$ cat config.mk
export PLATFORM = sky130hd
export DESIGN_NAME = vga_fb_arbiter
export DESIGN_NICKNAME = d
export VERILOG_FILES = /design/src/rtl/vga_fb_arbiter.sv
export SDC_FILE = /design/constraint.sdc
export NUM_CORES = 1
export LEC_CHECK = 0
export CORE_MARGIN = 5
export CORE_UTILIZATION = 40
export DETAILED_ROUTE_END_ITERATION = 8
export PLACE_DENSITY = 0.75
export REMOVE_ABC_BUFFERS = 1
export SETUP_SLACK_MARGIN = 0.02
export SLEW_MARGIN = 25
export SYNTH_ARGS = -nofsm -noshare
export SYNTH_HDL_FRONTEND = slang
export SYNTH_SLANG_ARGS = --single-unit
$ cat constraint.sdc
create_clock -name in_clock -period 2.4 [get_ports in_clock]
set_input_delay 0.24 -clock in_clock [delete_from_list [all_inputs] [get_ports in_clock]]
set_output_delay 0.24 -clock in_clock [all_outputs]
set_load 0.03 [all_outputs]
$ cat src/rtl/vga_fb_arbiter.sv
// Framebuffer port arbiter: video scan-out reads take priority, and pixel writes use the free RAM cycles.
// Optional VGA_FB_BORDER_EN macro draws a one-pixel white frame around the visible area.
//
// state    | meaning
// ---------+-----------------------------------------------------------
// ST_IDLE  | RAM port unused this cycle
// ST_VREAD | video read of fb_addr presented to the RAM
// ST_WRITE | write grant (we=1) or dropped out-of-range write (we=0), ack high
module vga_fb_arbiter #(
    parameter int FB_W     = 160,
    parameter int FB_H     = 120,
    parameter int SCALE_SH = 2,
    parameter int PIX_W    = 3,
    parameter int ADDR_W   = 15
) (
    input  logic              in_clock,
    input  logic              in_reset,
    input  logic              in_strobe,
    input  logic [9:0]        in_x,
    input  logic [8:0]        in_y,
    input  logic              in_hsync,
    input  logic              in_vsync,
    input  logic              in_wr_req,
    input  logic [ADDR_W-1:0] in_wr_addr,
    input  logic [PIX_W-1:0]  in_wr_data,
    output logic              out_wr_ack,
    output logic              out_ram_en,
    output logic              out_ram_we,
    output logic [ADDR_W-1:0] out_ram_addr,
    output logic [PIX_W-1:0]  out_ram_wdata,
    input  logic [PIX_W-1:0]  in_ram_rdata,
    output logic [PIX_W-1:0]  out_pixel,
    output logic              out_hsync,
    output logic              out_vsync
);

    typedef enum logic [1:0] {
        ST_IDLE  = 2'd0,
        ST_VREAD = 2'd1,
        ST_WRITE = 2'd2
    } port_state_t;

    localparam logic [ADDR_W:0]   FB_SIZE = (ADDR_W+1)'(FB_W * FB_H);
    localparam logic [ADDR_W-1:0] FB_W_A  = ADDR_W'(FB_W);

    port_state_t       state_q, state_d;
    logic              en_d, we_d, ack_d;
    logic [ADDR_W-1:0] addr_d;
    logic [PIX_W-1:0]  wdata_d;

    logic              visible;
    logic [ADDR_W-1:0] fb_addr;
    logic              wr_in_range;

    logic              hsync_d1, vsync_d1, visible_d1;
    logic              rd_valid_q;
    logic [PIX_W-1:0]  rd_hold;
    logic [PIX_W-1:0]  rd_data;
    logic [PIX_W-1:0]  pixel_next;

    assign visible     = (in_x < 10'd640) && (in_y < 9'd480);
    assign fb_addr     = ADDR_W'(in_y >> SCALE_SH) * FB_W_A + ADDR_W'(in_x >> SCALE_SH);
    assign wr_in_range = {1'b0, in_wr_addr} < FB_SIZE;

    // out_wr_ack doubles as the ack block, so a held request waits one cycle before regranting.
    always_comb begin
        state_d = ST_IDLE;
        en_d    = 1'b0;
        we_d    = 1'b0;
        ack_d   = 1'b0;
        addr_d  = out_ram_addr;
        wdata_d = out_ram_wdata;
        if (in_strobe && visible) begin
            state_d = ST_VREAD;
            en_d    = 1'b1;
            addr_d  = fb_addr;
        end else if (in_wr_req && !out_wr_ack) begin
            state_d = ST_WRITE;
            en_d    = 1'b1;
            ack_d   = 1'b1;
            if (wr_in_range) begin
                we_d    = 1'b1;
                addr_d  = in_wr_addr;
                wdata_d = in_wr_data;
            end
        end
    end

    always_ff @(posedge in_clock) begin
        if (in_reset) begin
            state_q       <= ST_IDLE;
            out_ram_en    <= 1'b0;
            out_ram_we    <= 1'b0;
            out_wr_ack    <= 1'b0;
            out_ram_addr  <= '0;
            out_ram_wdata <= '0;
        end else begin
            state_q       <= state_d;
            out_ram_en    <= en_d;
            out_ram_we    <= we_d;
            out_wr_ack    <= ack_d;
            out_ram_addr  <= addr_d;
            out_ram_wdata <= wdata_d;
        end
    end

    // Read data is held after its valid cycle so a later write cannot disturb it before the next strobe.
    assign rd_data = rd_valid_q ? in_ram_rdata : rd_hold;

`ifdef VGA_FB_BORDER_EN
    logic border;
    logic border_d1;

    // Border is limited to the visible area so blanking stays black at the DAC.
    assign border = visible &&
                    ((in_x == 10'd0) || (in_x == 10'd639) ||
                     (in_y == 9'd0)  || (in_y == 9'd479));

    always_comb begin
        pixel_next = visible_d1 ? rd_data : '0;
        if (border_d1) begin
            pixel_next = '1;
        end
    end

    always_ff @(posedge in_clock) begin
        if (in_reset) begin
            border_d1 <= 1'b0;
        end else if (in_strobe) begin
            border_d1 <= border;
        end
    end
`else
    always_comb begin
        pixel_next = visible_d1 ? rd_data : '0;
    end
`endif

    always_ff @(posedge in_clock) begin
        if (in_reset) begin
            hsync_d1   <= 1'b1;
            vsync_d1   <= 1'b1;
            visible_d1 <= 1'b0;
            rd_valid_q <= 1'b0;
            rd_hold    <= '0;
            out_pixel  <= '0;
            out_hsync  <= 1'b1;
            out_vsync  <= 1'b1;
        end else begin
            rd_valid_q <= (state_q == ST_VREAD);
            if (rd_valid_q) begin
                rd_hold <= in_ram_rdata;
            end
            if (in_strobe) begin
                hsync_d1   <= in_hsync;
                vsync_d1   <= in_vsync;
                visible_d1 <= visible;
                out_pixel  <= pixel_next;
                out_hsync  <= hsync_d1;
                out_vsync  <= vsync_d1;
            end
        end
    end

endmodule

==> metrics.txt, run 1 <==
status finished, final reports clean; Power Density 552 nW/um^2; final period utilization between 90% and 100%; hold buffers post-CTS 0; GR peak layer met2; RSZ-0062 raised after global routing no; initial antenna violation count 0; number of global-route vias before repair 1,841; Clock Tree Buf Depth 2; Synth cell types between 40 and 50; setup TNS 0 ns; worst rel slew slack about 70%; Worst Max-Slew Pin Slew about 0.45 ns; setup slack after layout 0.0926 ns; Main synth FF type dfxtp_1; synth-to-layout area growth 54.4%; Tmin final between 2 and 2.5 ns; DRC 0; die area between 6000 and 7000 um^2; Final setup viols 0; crit-path cells dlygate4sd2_1, ha_2, ha_4, inv_2, fa_2, a2111oi_4, xnor3_1, a222oi_1, nor2_1; GP Congestion 0.841; Routed WL per cell between 10 and 15 um; dpl ws -0.560 ns; die width 79.2 um; top cell type's share of synthesized area between 30% and 40%; met3 Use GR under 10%; HPWL after DPL slightly above 4000 um; Max IR drop VDD 0.428 mV; H-tree levels 2; drt first pass iters 4; max_cap viols 0; Root Driver clkbuf_8; WL final roughly 5300 um; diode count 0; Worst-Skew Late Latency 0.27 ns; Crit Path Category input port to register; Util after Layout 63.1%; M1 GR Usage a little under a quarter; vias per cell slightly above 5; final hold violation count 0; syn avg cell area approximately 8.9 um^2; row cnt 25; Peak Freq between 400 and 500 MHz; multi-input logic area around 1200 um^2; Leak around 1.2 nW; mapped cell area 1920 um^2; Synth warnings 0; total number of vias 1,878; crit end category register; WP data required roughly 2.6 ns; sequential area share after synthesis ~36%; nets approximately 370; Final Slew Violations 0; share of layout cells above drive strength 1 between 15 and 20%; io pins 72; Seq. cell area 681 um^2; ys async rst share 0%; initial core utilization ~40%; total gr overflow 0; design area roughly 3000 um^2; WHS about 0.46 ns; Post-synth EDFFs 0; Detail Route Antenna Nets 0; GR Util met2 27.3%; Filler cells 413; Overall Global Routing Usage between 10% and 20%; first-pass GRT wire length about 8700 um; IO buf count 67; CP Data Arrival Time ~2.5 ns; Hold/Removal Path Class register to register; CTS tree built; Core Area roughly 4700 um^2; slowest stage delay, CP 0.48 ns; Num CTS Buffers 5; Syn Inst Count about 220; biggest area consumer among synthesized cells dfxtp_1; clk_skew around 0.0012 ns; 1st-iter DRT viols 82; CP startpoint kind input port; DP Area 2810 um^2; clk sinks 34; crit path max fanout 3; top cells by area, synth dfxtp_1, ha_1, nor2_1; largest net degree at the start of global routing 16; critical path's slowest cell fa_2; DIE HEIGHT around 79 um; #FFs+latches synth 34; Reg clk slew, reported paths roughly 0.07 ns
## cells in the mapped netlist, types with 2 or more instances
| master | instances |
|---|---|
| dfxtp_1 | 34 |
| nor2_1 | 27 |
| nand2_1 | 23 |
| ha_1 | 13 |
| inv_1 | 11 |
| mux2i_1 | 10 |
| a21oi_1 | 8 |
| a311oi_1 | 6 |
| nand2b_1 | 6 |
| xnor2_1 | 6 |
| a211oi_1 | 5 |
| a222oi_1 | 5 |
| a211o_1 | 4 |
| clkbuf_1 | 4 |
| nor3_1 | 4 |
| and2_1 | 3 |
| buf_1 | 3 |
| o21ai_0 | 3 |
| o21ai_1 | 3 |
| o21bai_1 | 3 |
| o32ai_1 | 3 |
| a32o_1 | 2 |
| buf_2 | 2 |
| fa_1 | 2 |
| nand3_1 | 2 |
| nand4_1 | 2 |
| nor2b_1 | 2 |
| o2111ai_1 | 2 |
| o211ai_1 | 2 |
## stage by stage
| step | cells | total power (W) |
|---|---|---|
| floorplan | 206 | 0.000942 |
| global placement | 352 | 0.00119 |
| detailed placement | 352 | 0.00120 |
| CTS | 362 | 0.00164 |
| global route | 362 | 0.00173 |
| finish | 362 | 0.00163 |
## cells by family (layout without fill, tap and decap cells)
group	count (synthesis)	after routing	share of synthesized area [%]
and+or+nand+nor	74	74	17.6
buffers and inverters	21	114	4.24
muxes	10	10	5.22
AOI/OAI and AO/OA	53	53	22.5
DFF	34	34	35.5
xor gates and xnor gates	8	8	4.37
adders and majority gates	15	15	10.6
## power breakdown
group	switching [W]	total, W	internal [W]	leakage (nW)
registers	0.0000211	0.000625	0.000604	0.279
clock network	0.000196	0.000428	0.000231	0.0482
logic	0.000292	0.000582	0.000290	0.855
## worst max-delay path: cells and delay by family
family / cells / cell delay [ns]
fa+ha+maj: 3 / 0.84
compound gates: 2 / 0.72
buf+inv: 2 / 0.31
xor+xnor: 1 / 0.28
simple gates: 1 / 0.08
## routing by layer
layer  up-vias  wire length (um)  part of all wire [%]
met4         0                27                  0.51
li1        970                 -                     -
met2        55              2440                    46
met1       851              2490                    47
met3         2               342                   6.4
met5         -                 0                     0
## flip-flops by register name, indices dropped and copies added, names as in the netlist, 3 cells and up
register,flops
out_pixel,3
rd_hold,3
out_ram_wdata,3
out_ram_addr,15
## layout by cell type (no fill, tap or decap), drive strengths merged, types with 3 or more instances in the layout
| cell type | netlist | layout |
|---|---|---|
| a211o | 4 | 4 |
| a211oi | 6 | 6 |
| a21oi | 8 | 8 |
| a222oi | 5 | 5 |
| a311oi | 6 | 6 |
| and2 | 3 | 3 |
| buf | 5 | 27 |
| clkbuf | 4 | 7 |
| clkdlybuf4s50 | 0 | 61 |
| dfxtp | 34 | 34 |
| dlygate4sd2 | 0 | 4 |
| ha | 13 | 13 |
| inv | 11 | 11 |
| mux2i | 10 | 10 |
| nand2 | 23 | 23 |
| nand2b | 6 | 6 |
| nor2 | 27 | 27 |
| nor3 | 4 | 4 |
| o21ai | 6 | 6 |
| o21bai | 3 | 3 |
| o32ai | 3 | 3 |
| xnor2 | 6 | 6 |
## timing repair
item / 4_1_cts / 5_1_grt
resized for setup: 20 / 0
pin swaps: 9 / 2
setup endpoints to repair: 4 / 1
buffers inserted: 2 / 0
gates cloned: 0 / 0
## final timing paths
path                    from                to  slack [ns]  cells after the start
hold / removal    state_q[0]        rd_valid_q        0.46                      1
setup / recovery     in_y[4]  out_ram_addr[11]        0.09                      9
hold reg to reg   state_q[0]        rd_valid_q        0.46                      1
setup reg to reg  out_wr_ack  out_ram_addr[11]        0.88                      5
## cell type report
class	count	share of cell area, %
clock inverter	1	0.169
timing repair buffer	94	29.4
inverter	12	1.52
tap	54	2.28
sequential	34	23.0
multi-input combinational	160	40.7
clock buffer	7	2.92
No activity file was read; power rests on OpenSTA's default activity.
==> run 2, diff against run 1 <==
CELL_PAD_IN_SITES_DETAIL_PLACEMENT = 0   (was unset)
CELL_PAD_IN_SITES_GLOBAL_PLACEMENT = 1   (was unset)
CORE_UTILIZATION = 29   (was 40)
==> metrics.txt, run 2 (synthesis results as in run 1) <==
status finished, final reports clean; HPWL after DPL 4310 um (+6.4%); multi-input logic area 1190 um^2 (-0.73%); Power Density 578 nW/um^2 (+4.6%); CTS tree built; Worst Max-Slew Pin Slew 0.417 ns (-0.0326 ns); clk sinks 34 (unchanged); slowest stage delay, CP 0.48 ns (about the same); total number of vias 1,905 (+1.4%); final period utilization 92.5% (-3.6 points); WL final 5470 um (+3.2%); crit path max fanout 6 (+3); Final Slew Violations 0 (unchanged); Max IR drop VDD 0.334 mV (-22%); metal2 WL 2570 um (+5.0%); Peak Freq 450 MHz (+3.9%); Reg clk slew, reported paths 0.08 ns (about the same); Routed WL per cell 14.1 um (-4.0%); wire length on met1 2470 um (-0.92%); crit-path cells clkdlybuf4s50_1, ha_1, ha_2, buf_4, o21ai_1, nand2b_1, a211o_1, a21boi_1, a32o_1; vias per cell 4.90 (-5.6%); Crit Path Category input port to register; final hold violation count 0 (unchanged); 1st-iter DRT viols 76 (-7.3%); total gr overflow 0 (unchanged); die area 8340 um^2 (+33%); Root Driver clkbuf_8; DIE HEIGHT 91.3 um (+15%); setup slack after layout 0.179 ns (+0.0867 ns); Overall Global Routing Usage 13.4% (-3.9 points); nets 372 (+1.1%); crit end category register; DP Area 2860 um^2 (+1.8%); IO buf count 67 (unchanged); die width 91.3 um (+15%); WP data required 2.63 ns (+0.07 ns); max_cap viols 0 (unchanged); dpl ws -0.530 ns (+0.0299 ns); CP Data Arrival Time 2.45 ns (-0.02 ns); initial core utilization 30.0% (-11 points); Final setup viols 0 (unchanged); commonest non-fill, non-tap cell in the layout clkdlybuf4s50_1; WL met3 419 um (+23%); DRC 0 (unchanged); highest metal used met4; largest net degree at the start of global routing 27 (+11); most frequent cells in the layout clkdlybuf4s50_1, dfxtp_1, buf_4; worst rel slew slack 72.1% (+2.2 points); Core Area 6390 um^2 (+36%); design area 3030 um^2 (+2.5%); Top reg by flops out_ram_addr; CP startpoint kind input port; GP Congestion 0.817 (-2.9%); Filler cells 624 (+51%); share of layout cells above drive strength 1 16.3% (+1.1 points); io pins 72 (unchanged); row cnt 29 (+16%); Hold/Removal Path Class register to register; max FFs per register 15 (unchanged); synth-to-layout area growth 58.2%; initial antenna violation count 0 (unchanged); Clock Tree Buf Depth 2 (unchanged); clk_skew 0.00319 ns (+0.00201 ns); drt first pass iters 4 (unchanged); Worst-Skew Late Latency 0.28 ns (about the same); Detail Route Antenna Nets 0 (unchanged); Tmin final 2.22 ns (-0.0867 ns); critical path's slowest cell clkdlybuf4s50_1; Num CTS Buffers 5 (unchanged); H-tree levels 2 (unchanged); first-pass GRT wire length 9320 um (+7.0%); RSZ-0062 raised after global routing no; diode count 0 (unchanged); Seq. cell area 681 um^2 (unchanged); hold buffers post-CTS 0 (unchanged); Leak 1.21 nW (+2.2%); number of global-route vias before repair 1,959 (+6.4%)
run 2: changes by cell type in the layout (fill, tap and decap cells not counted), sizes merged:
| cell | before | now |
|---|---|---|
| clkinv | 2 | 1 |
| buf | 27 | 31 |
| bufinv | 0 | 1 |
| clkbuf | 7 | 5 |
| clkinvlp | 0 | 2 |
run 2: report_power, final:
part           switching (W)  total, W  internal (W)  leakage, nW
Clock               0.000222  0.000531      0.000309       0.0504
Combinational       0.000294  0.000597      0.000303        0.878
Sequential         0.0000198  0.000623      0.000604        0.279
Total               0.000536   0.00175       0.00122         1.21
run 2: metal layers:
metal	vias up	track usage, %
li1	971	-
met1	879	17.5
met2	53	21.6
met3	2	4.88
met4	0	1.83
met5	-	0
run 2: worst paths after layout:
| path | slack [ns] | start | end | depth (start not counted) |
|---|---|---|---|---|
| hold / removal | 0.46 | state_q[0] | rd_valid_q | 1 |
| hold reg to reg | 0.46 | state_q[0] | rd_valid_q | 1 |
| setup reg to reg | 0.95 | out_wr_ack | out_ram_addr[11] | 5 |
| setup / recovery | 0.18 | in_y[7] | out_ram_addr[14] | 9 |
run 2: metrics by stage:
| step | util [%] | total power (W) | hold slack (ns) | instances | TNS, ns |
|---|---|---|---|---|---|
| 6_report | 47.5 | 0.00175 | 0.455 | 389 | 0 |
| 5_1_grt | 47.5 | 0.00186 | 0.495 | 389 | 0 |
| 4_1_cts | 47.4 | 0.00177 | 0.460 | 389 | 0 |
| 3_5_place_dp | 44.7 | 0.00121 | 0.453 | 378 | -2.09 |
| 3_3_place_gp | 44.7 | 0.00121 | 0.450 | 378 | -1.80 |
| 2_1_floorplan | - | 0.000942 | 0.309 | 206 | 0 |
run 2: final cells by class:
type | count | area share [%]
Multi-Input combinational cell | 160 | 39.4
Inverter | 12 | 1.49
Clock inverter | 3 | 1.49
Timing Repair Buffer | 98 | 29.7
Tap cell | 77 | 3.18
Clock buffer | 5 | 2.27
Sequential cell | 34 | 22.5
run 2: worst max-delay path: cells and delay by family:
family                   cells  cell delay, ns
AO/OA/AOI/OAI                4            0.70
adder cells (fa/ha/maj)      2            0.63
buffers and inverters        2            0.63
AND/OR/NAND/NOR              1            0.24
run 2: what timing repair did:
| item | in CTS | in global routing |
|---|---|---|
| endpoints found under the setup margin | 5 | 1 |
| pin swaps | 8 | 4 |
| setup buffers | 3 | 0 |
| resized for setup | 18 | 2 |
==> run 3, diff against run 2 <==
CORE_ASPECT_RATIO = 1.5   (was unset)
GPL_ROUTABILITY_DRIVEN = 0   (was unset)
==> metrics.txt, run 3 (synthesis results as in run 1) <==
Leak 1.21 nW (-0.12%); DP Area 2880 um^2 (+0.74%); HPWL after DPL 4350 um (+0.79%); Root Driver clkbuf_8; max_cap viols 0 (unchanged); Hold Crit Depth 2 (+1); Top reg by flops out_ram_addr; DRC 0 (unchanged); Seq. cell area 681 um^2 (unchanged); WP data required 2.56 ns (-0.07 ns); RSZ-0062 raised after global routing no; slowest stage delay, CP 0.48 ns (about the same); most frequent cells in the layout clkdlybuf4s50_1, dfxtp_1, buf_4; number of global-route vias before repair 1,941 (-0.92%); dpl ws -0.559 ns (-0.0297 ns); io pins 72 (unchanged); nets 374 (+0.54%); Max IR drop VDD 0.244 mV (-27%); total number of vias 1,895 (-0.52%); GR peak layer met2; Routed WL per cell 14.1 um (about the same); Crit Path Category input port to register; Hold/Removal Path Class register to register; critical path's slowest cell clkdlybuf4s50_1; total gr overflow 0 (unchanged); row cnt 36 (+24%); Reg-to-Reg End out_ram_addr[11]; CP Data Arrival Time 2.39 ns (-0.06 ns); Detail Route Antenna Nets 0 (unchanged); met3 Use GR 2.13% (-2.7 points); crit end category register; WL final 5470 um (about the same); Tmin final 2.23 ns (+0.00489 ns); R2R Path Start out_wr_ack; 1st-iter DRT viols 54 (-29%); diode count 0 (unchanged); vias per cell 4.87 (-0.52%); design area 3020 um^2 (-0.54%); Worst-Skew Late Latency 0.28 ns (about the same); M1 GR Usage 15.6% (-1.9 points); Clock Tree Buf Depth 2 (unchanged); crit-path cells clkdlybuf4s50_1, ha_1, ha_2, xor2_4, a2111oi_4, xnor3_1, a222oi_1, nor2_1; Overall Global Routing Usage 13.6% (+0.25 points); initial core utilization 29.6% (-0.46 points); initial antenna violation count 0 (unchanged); share of layout cells above drive strength 1 17.6% (+1.2 points); hold buffers post-CTS 0 (unchanged); clk sinks 34 (unchanged); drt first pass iters 4 (unchanged); die width 76.4 um (-16%); status finished, final reports clean; Util after Layout 46.5% (-0.98 points); Core Area 6490 um^2 (+1.6%); multi-input logic area 1210 um^2 (+1.5%); CTS tree built; Num CTS Buffers 5 (unchanged); Worst Max-Slew Pin Slew 0.369 ns (-0.0480 ns); Layout Cells excl Fill 389 (unchanged); DIE HEIGHT 110 um (+20%); Power Density 534 nW/um^2 (-7.6%); setup TNS 0 ns (unchanged); Reg clk slew, reported paths 0.07 ns (about the same); Final Slew Violations 0 (unchanged); WHS Endpoint out_vsync; final hold violation count 0 (unchanged); setup slack after layout 0.174 ns (-0.00489 ns); DP Cell Count 380 (+0.53%); hold wc startpoint out_vsync; synth-to-layout area growth 57.3%; Worst R2R Setup Slack 0.94 ns (about the same); die area 8370 um^2 (+0.40%); largest net degree at the start of global routing 26 (-3.7%); Filler cells 682 (+9.3%); worst rel slew slack 75.3% (+3.2 points); clk_skew 0.00355 ns (+0.000360 ns); Final setup viols 0 (unchanged); first-pass GRT wire length 9290 um (-0.36%); Peak Freq 449 MHz (-0.22%); final period utilization 92.7% (+0.20 points); worst reg2reg path depth 5 (unchanged); CP startpoint kind input port; max FFs per register 15 (unchanged); IO buf count 67 (unchanged); GR Util met2 25.6% (+4.0 points); commonest non-fill, non-tap cell in the layout clkdlybuf4s50_1; H-tree levels 2 (unchanged); crit path max fanout 3 (-3)
run 3: cell count changes in the layout (fill, tap and decap cells not counted):
cell and delta:
buf_2 +2, buf_4 +2, bufinv_16 -1, clkdlybuf4s15_2 -2, clkinv_2 +2, clkinvlp_4 -2, fa_1 -1, fa_2 +1
ha_1 -2, ha_2 +1, ha_4 +1
run 3: layout make-up:
type / count / share of cell area [%]
flip-flops and latches: 34 / 22.6
repair buffers: 100 / 30.0
multi-input cells: 160 / 40.2
inverters: 12 / 1.49
clock buffers: 5 / 2.28
clock inverters: 2 / 0.332
well taps: 76 / 3.15
run 3: repair_timing:
item                       CTS  global route
buffers inserted             2             0
resized for setup           23             2
pin swaps                    9             2
setup endpoints to repair    5             1
run 3: metrics by stage:
stage	total power (W)	hold slack [ns]
finish	0.00161	0.470
global route	0.00171	0.487
CTS	0.00163	0.472
detailed placement	0.00122	0.458
global placement	0.00121	0.455
floorplan	0.000942	0.309
run 3: worst max-delay path: cells and delay by family:
kind,cells,cell delay (ns)
and+or+nand+nor,1,0.08
buffers and inverters,1,0.48
adders and majority gates,2,0.57
xor gates and xnor gates,2,0.48
AOI/OAI and AO/OA,2,0.52
run 3: where the power goes:
part           total (W)  internal, W  switching (W)
Combinational   0.000601     0.000306       0.000294
Sequential      0.000625     0.000604      0.0000202
Clock           0.000384     0.000194       0.000190
Total            0.00161      0.00110       0.000504
run 3: how the worst max path moves through the flow:
| stage | from | to | slack, ns | depth (start not counted) |
|---|---|---|---|---|
| after floorplan | in_y[3] | out_ram_addr[11] | 0.04 | 9 |
| after global placement | in_y[3] | out_ram_addr[11] | -0.48 | 10 |
| after detailed placement | in_y[3] | out_ram_addr[11] | -0.56 | 10 |
| after CTS | in_y[7] | out_ram_addr[11] | 0.02 | 8 |
| after global routing | in_y[7] | out_ram_addr[14] | 0.02 | 9 |
| final | in_y[7] | out_ram_addr[11] | 0.17 | 8 |
run 3: metal layers:
| layer | vias up | part of all wire (%) |
|---|---|---|
| met4 | 0 | 0.62 |
| met3 | 5 | 3.3 |
| met1 | 868 | 41 |
| met2 | 44 | 55 |
| li1 | 978 | - |
| met5 | - | 0 |
